## src/rtl/btn_event_decoder.sv

```systemverilog
// rtl/btn_event_decoder.sv - debounced button levels to queued short/long press events
//
// Purpose: detects press/release edges on four debounced buttons, times each
// press against LONG_TIME, keeps one short and one long pending slot per
// button, and presents events one at a time over a valid/ack handshake.
//
// Ports:
//   clk        system clock
//   rst        synchronous active-high reset
//   btn_in     debounced levels, bit0=north .. bit3=west, 1=pressed
//   evt_ack    consumer accepts the presented event
//   evt_valid  an event is presented on evt_code/evt_long
//   evt_code   button index of the presented event
//   evt_long   1=long press, 0=short press
//   btn_held   registered copy of btn_in
//   overrun    sticky: an event was dropped because its slot was full
module btn_event_decoder #(
  parameter int LONG_TIME = 25000000,
  parameter int CW        = 25
) (
  input  logic       clk,
  input  logic       rst,
  input  logic [3:0] btn_in,
  input  logic       evt_ack,
  output logic       evt_valid,
  output logic [1:0] evt_code,
  output logic       evt_long,
  output logic [3:0] btn_held,
  output logic       overrun
);

  localparam logic [CW-1:0] LONG_MAX  = CW'(LONG_TIME);
  localparam logic [CW-1:0] LONG_LAST = CW'(LONG_TIME - 1);

  // held_q doubles as the previous-cycle sample used for edge detection
  logic [3:0]    held_q, held_d;
  logic [CW-1:0] cnt_q [4];
  logic [CW-1:0] cnt_d [4];
  logic [3:0]    long_done_q, long_done_d;
  logic [3:0]    long_pend_q, long_pend_d;
  logic [3:0]    short_pend_q, short_pend_d;
  logic          valid_q, valid_d;
  logic [1:0]    code_q, code_d;
  logic          elong_q, elong_d;
  logic          overrun_q, overrun_d;

  logic [3:0]    set_long, set_short;
  logic [3:0]    clr_long, clr_short;
  logic          load;
  logic          found;

  // Edge detection and hold timing
  always_comb begin
    held_d      = btn_in;
    long_done_d = long_done_q;
    set_long    = '0;
    set_short   = '0;
    for (int i = 0; i < 4; i++) begin
      cnt_d[i] = cnt_q[i];
      if (btn_in[i] && !held_q[i]) begin
        cnt_d[i]       = '0;
        long_done_d[i] = 1'b0;
      end else if (btn_in[i]) begin
        if (cnt_q[i] < LONG_MAX) begin
          cnt_d[i] = cnt_q[i] + CW'(1);
        end
        // Firing on LONG_LAST puts the event LONG_TIME cycles after the rise
        if (cnt_q[i] == LONG_LAST && !long_done_q[i]) begin
          set_long[i]    = 1'b1;
          long_done_d[i] = 1'b1;
        end
      end else if (held_q[i] && !long_done_q[i]) begin
        set_short[i] = 1'b1;
      end
    end
  end

  // Output register load, priority selection and pending update
  always_comb begin
    load      = !valid_q || evt_ack;
    valid_d   = valid_q;
    code_d    = code_q;
    elong_d   = elong_q;
    clr_long  = '0;
    clr_short = '0;
    found     = 1'b0;
    if (load) begin
      valid_d = 1'b0;
      // Selection looks only at the pre-update vector; same-cycle sets wait
      for (int i = 0; i < 4; i++) begin
        if (!found && (long_pend_q[i] || short_pend_q[i])) begin
          found   = 1'b1;
          valid_d = 1'b1;
          code_d  = 2'(i);
          elong_d = long_pend_q[i];
          if (long_pend_q[i]) begin
            clr_long[i] = 1'b1;
          end else begin
            clr_short[i] = 1'b1;
          end
        end
      end
    end
    // A slot being drained this cycle can accept a new set without overrun
    long_pend_d  = (long_pend_q & ~clr_long) | set_long;
    short_pend_d = (short_pend_q & ~clr_short) | set_short;
    overrun_d    = overrun_q
                 | (|(set_long & long_pend_q & ~clr_long))
                 | (|(set_short & short_pend_q & ~clr_short));
  end

  always_ff @(posedge clk) begin
    if (rst) begin
      held_q       <= btn_in;
      long_done_q  <= '0;
      long_pend_q  <= '0;
      short_pend_q <= '0;
      valid_q      <= 1'b0;
      code_q       <= '0;
      elong_q      <= 1'b0;
      overrun_q    <= 1'b0;
      for (int i = 0; i < 4; i++) begin
        cnt_q[i] <= '0;
      end
    end else begin
      held_q       <= held_d;
      long_done_q  <= long_done_d;
      long_pend_q  <= long_pend_d;
      short_pend_q <= short_pend_d;
      valid_q      <= valid_d;
      code_q       <= code_d;
      elong_q      <= elong_d;
      overrun_q    <= overrun_d;
      for (int i = 0; i < 4; i++) begin
        cnt_q[i] <= cnt_d[i];
      end
    end
  end

  assign evt_valid = valid_q;
  assign evt_code  = code_q;
  assign evt_long  = elong_q;
  assign btn_held  = held_q;
  assign overrun   = overrun_q;

endmodule

```

## config.mk

```make
export PLATFORM = sky130hd
export DESIGN_NAME = btn_event_decoder
export DESIGN_NICKNAME = d
export VERILOG_FILES = /design/src/rtl/btn_event_decoder.sv
export SDC_FILE = /design/constraint.sdc
export NUM_CORES = 1
export LEC_CHECK = 0
export ABC_AREA = 1
export CORE_MARGIN = 2
export CORE_UTILIZATION = 45
export CTS_CLUSTER_SIZE = 30
export DETAILED_ROUTE_END_ITERATION = 8
export PLACE_DENSITY = 0.69
export SYNTH_ARGS = -nofsm -noshare
export SYNTH_HDL_FRONTEND = slang
export SYNTH_SLANG_ARGS = --single-unit
```

## constraint.sdc

```tcl
create_clock -name clk -period 2.2 [get_ports clk]
set_clock_uncertainty 0.2 [all_clocks]
set_input_delay 0.44 -clock clk [delete_from_list [all_inputs] [get_ports clk]]
set_output_delay 0.44 -clock clk [all_outputs]
set_load 0.01 [all_outputs]
```

==> flow_summary.toml <==
[run_status]
outcome = "finished, final reports clean"

[timing]
worst_pin_slew_ns = 0.528
max_freq_mhz = 499
setup_violations = 0
fin_setup_tns_ns = 0
setup_ws_ns = 0.196
post-route-period-util = 0.911
rsz0062_at_grt = "no"
drv_slew = 0
max_slew_margin = 0.645
finalHoldViolations = 0
period_needed_ns = 2.00

[detailed_routing]
via_per_inst = 5.08
wirelength_mm = 18.8
drc = 0
firstDrtPassIters = 5
drt_iter0_drc = 613
wl_met2_mm = 8.70
routed-wl-met3_um = 760
wirelength_met1_mm = 9.19
top_layer = "met4"
wl_per_cell_um = 12.6
vias = 7573
antenna_left = 0

[power]
power_frac_clock = 0.516
leakagePower_nw = 3.08
power.internal_mw = 4.02
power_density_nw_per_um2 = 607
power.total_mw = 5.27
p_switching_mw = 1.26
p_comb_frac = 0.059
vdd_drop_max_uv = 586
seq_power_share = 0.425
p_sw_frac = 0.238

[floorplanning]
die_height_um = 133
num_rows = 47
core_um2 = 16500
start_util = 0.457
die_area_um2 = 17800
io_pins = 16
die_w_um = 133

[cts]
clock-sinks = 121
cts_setup_buffers = 0
htreeDepth = 4
clkLatencyLatePin_ns = 0.42
cts_buffer_depth = 2
postCtsHoldBufs = 0
cts_tree = "built"
root_buffer = "clkbuf_16"
cts_resized = 0
clk_pin_slew_worst_paths_ns = 0.06
numCtsBuffers = 17

[worst_setup_path]
cp.buffers_inverters = 1
worstPathCellList = "clkdlybuf4s50_1"
arrival_ns = 1.36
worst_setup_path_end_kind = "primary output"
cp_top_family = "buffers and inverters"
crit_type = "register to primary output"
cp-start-kind = "register"
max_stage_delay_ns = 0.57
slowest_stage = "clkdlybuf4s50_1"
worstPathMaxFanout = 3
cp.required_ns = 1.56

[final_layout]
most-common-layout-cells = "nand2_1 (437), nor2_1 (165), dfxtp_1 (121)"
n_antenna_cell = 0
final_common_cell = "nand2_1"
area_growth_pct = 15.4
drive_gt1_frac = 0.0826
nNetsFinal = 1270
multi_input_area_um2 = 4580
seqCellArea_um2 = 2420
design_area_um2 = 8680
final_util = 0.527
fill_cells = 1725

[global_route]
grt_pass1_vias = 7099
antenna_found_initial = 0
grt_overflow = 0
track_usage = 0.223
grt_max_degree = 27
grt_pass1_wl_mm = 32.9

[synthesis]
synth.area.top_cells = "dfxtp_1 (32%), nand2_1 (22%), nor2_1 (8.2%), a21oi_1 (6.8%), nand3_1 (5.7%)"
ys_ff_latch = 121
synth_top_area_frac = 0.322
syn-mean-instance-area_um2 = 6.17
synth.distinct_cells = 40
ys_seq_area_frac = 0.322
synth_cells = 1219
yosysWarnings = 0
syn_area_um2 = 7530
syn_nets = 1230
synth_area_leader_cell = "dfxtp_1"

[placed_design]
globalplace.congestion = 0.924
hpwl_mm = 13.8
numPortBuffers = 15
post_dp_cell_area_um2 = 8110
dp_slack_ns = 0.0691

[job]
cap_viol_max_count = 0

[min_path]
hold_path.class = "register to register"
==> layout make-up <==
class,count,area share
clock inverters,13,0.0150
inverters,98,0.0424
repair buffers,48,0.0545
well taps,220,0.0317
clock buffers,18,0.0506
flip-flops and latches,121,0.279
multi-input cells,973,0.527
==> stage by stage <==
stage	hold WS, ns	std cells
after floorplan	0.250	1219
after global placement	0.265	1460
after detailed placement	0.270	1460
after CTS	0.280	1491
after global routing	0.307	1491
final	0.287	1491
==> worst register-to-register path, delay by kind of cell, from the launching register on <==
| kind | cells | cell delay, ns |
|---|---|---|
| simple gates | 4 | 0.60 |
| fa+ha+maj | 1 | 0.24 |
| flops | 1 | 0.38 |
| compound gates | 1 | 0.15 |
| buf+inv | 1 | 0.16 |
| xor+xnor | 1 | 0.15 |
==> final timing paths <==
kind             startpoint             end  slack (ns)  cells after the start
min reg2reg  long_done_q[2]  long_done_q[2]        0.29                      2
max             btn_held[1]     btn_held[1]        0.20                      1
min          long_done_q[2]  long_done_q[2]        0.29                      2
max reg2reg     cnt_q[2][1]    cnt_q[2][16]        0.25                      8
==> power by group through the flow <==
stage	Clock [mW]	Sequential [mW]	Combinational, mW
6_report	2.72	2.24	0.311
5_1_grt	2.88	2.24	0.348
4_1_cts	2.76	2.24	0.315
3_5_place_dp	0	2.29	0.313
3_3_place_gp	0	2.29	0.310
2_1_floorplan	0	2.29	0.171
==> metal layers <==
| layer | GRT usage | up-vias |
|---|---|---|
| met3 | 0.0518 | 17 |
| met4 | 0.0526 | 0 |
| met5 | 0 | - |
| li1 | - | 3981 |
| met2 | 0.363 | 127 |
| met1 | 0.300 | 3448 |
==> synthesized netlist by cell type, drive strengths merged <==
cell    number
nor3        22
nand2      453
or2          1
clkbuf      10
a211oi       1
buf         17
o211ai       2
o21a         1
xnor2       21
o21ai       17
a21boi       2
nor3b        1
dfxtp      121
ha           4
a21oi      113
nor2       168
xor2        38
and3         2
a31oi        3
nand4       21
nand3       86
nand3b      16
inv         98
a22oi        1
==> logic make-up (layout without fill, tap and decap cells) <==
group / count (synthesis) / in the layout / share of synthesized area
AO/OA/AOI/OAI: 140 / 140 / 0.102
XOR/XNOR: 59 / 59 / 0.0687
flip-flops: 121 / 121 / 0.322
AND/OR/NAND/NOR: 770 / 770 / 0.431
buffers and inverters: 125 / 177 / 0.0703
adder cells (fa/ha/maj): 4 / 4 / 0.00665
==> registers in the layout, summed over array words and instances (netlist names) <==
register	cells
evt_code	2
overrun	1
short_pend_q	4
evt_long	1
long_done_q	4
long_pend_q	4
btn_held	4
evt_valid	1
cnt_q	100
(Power assumes the default switching activity.)
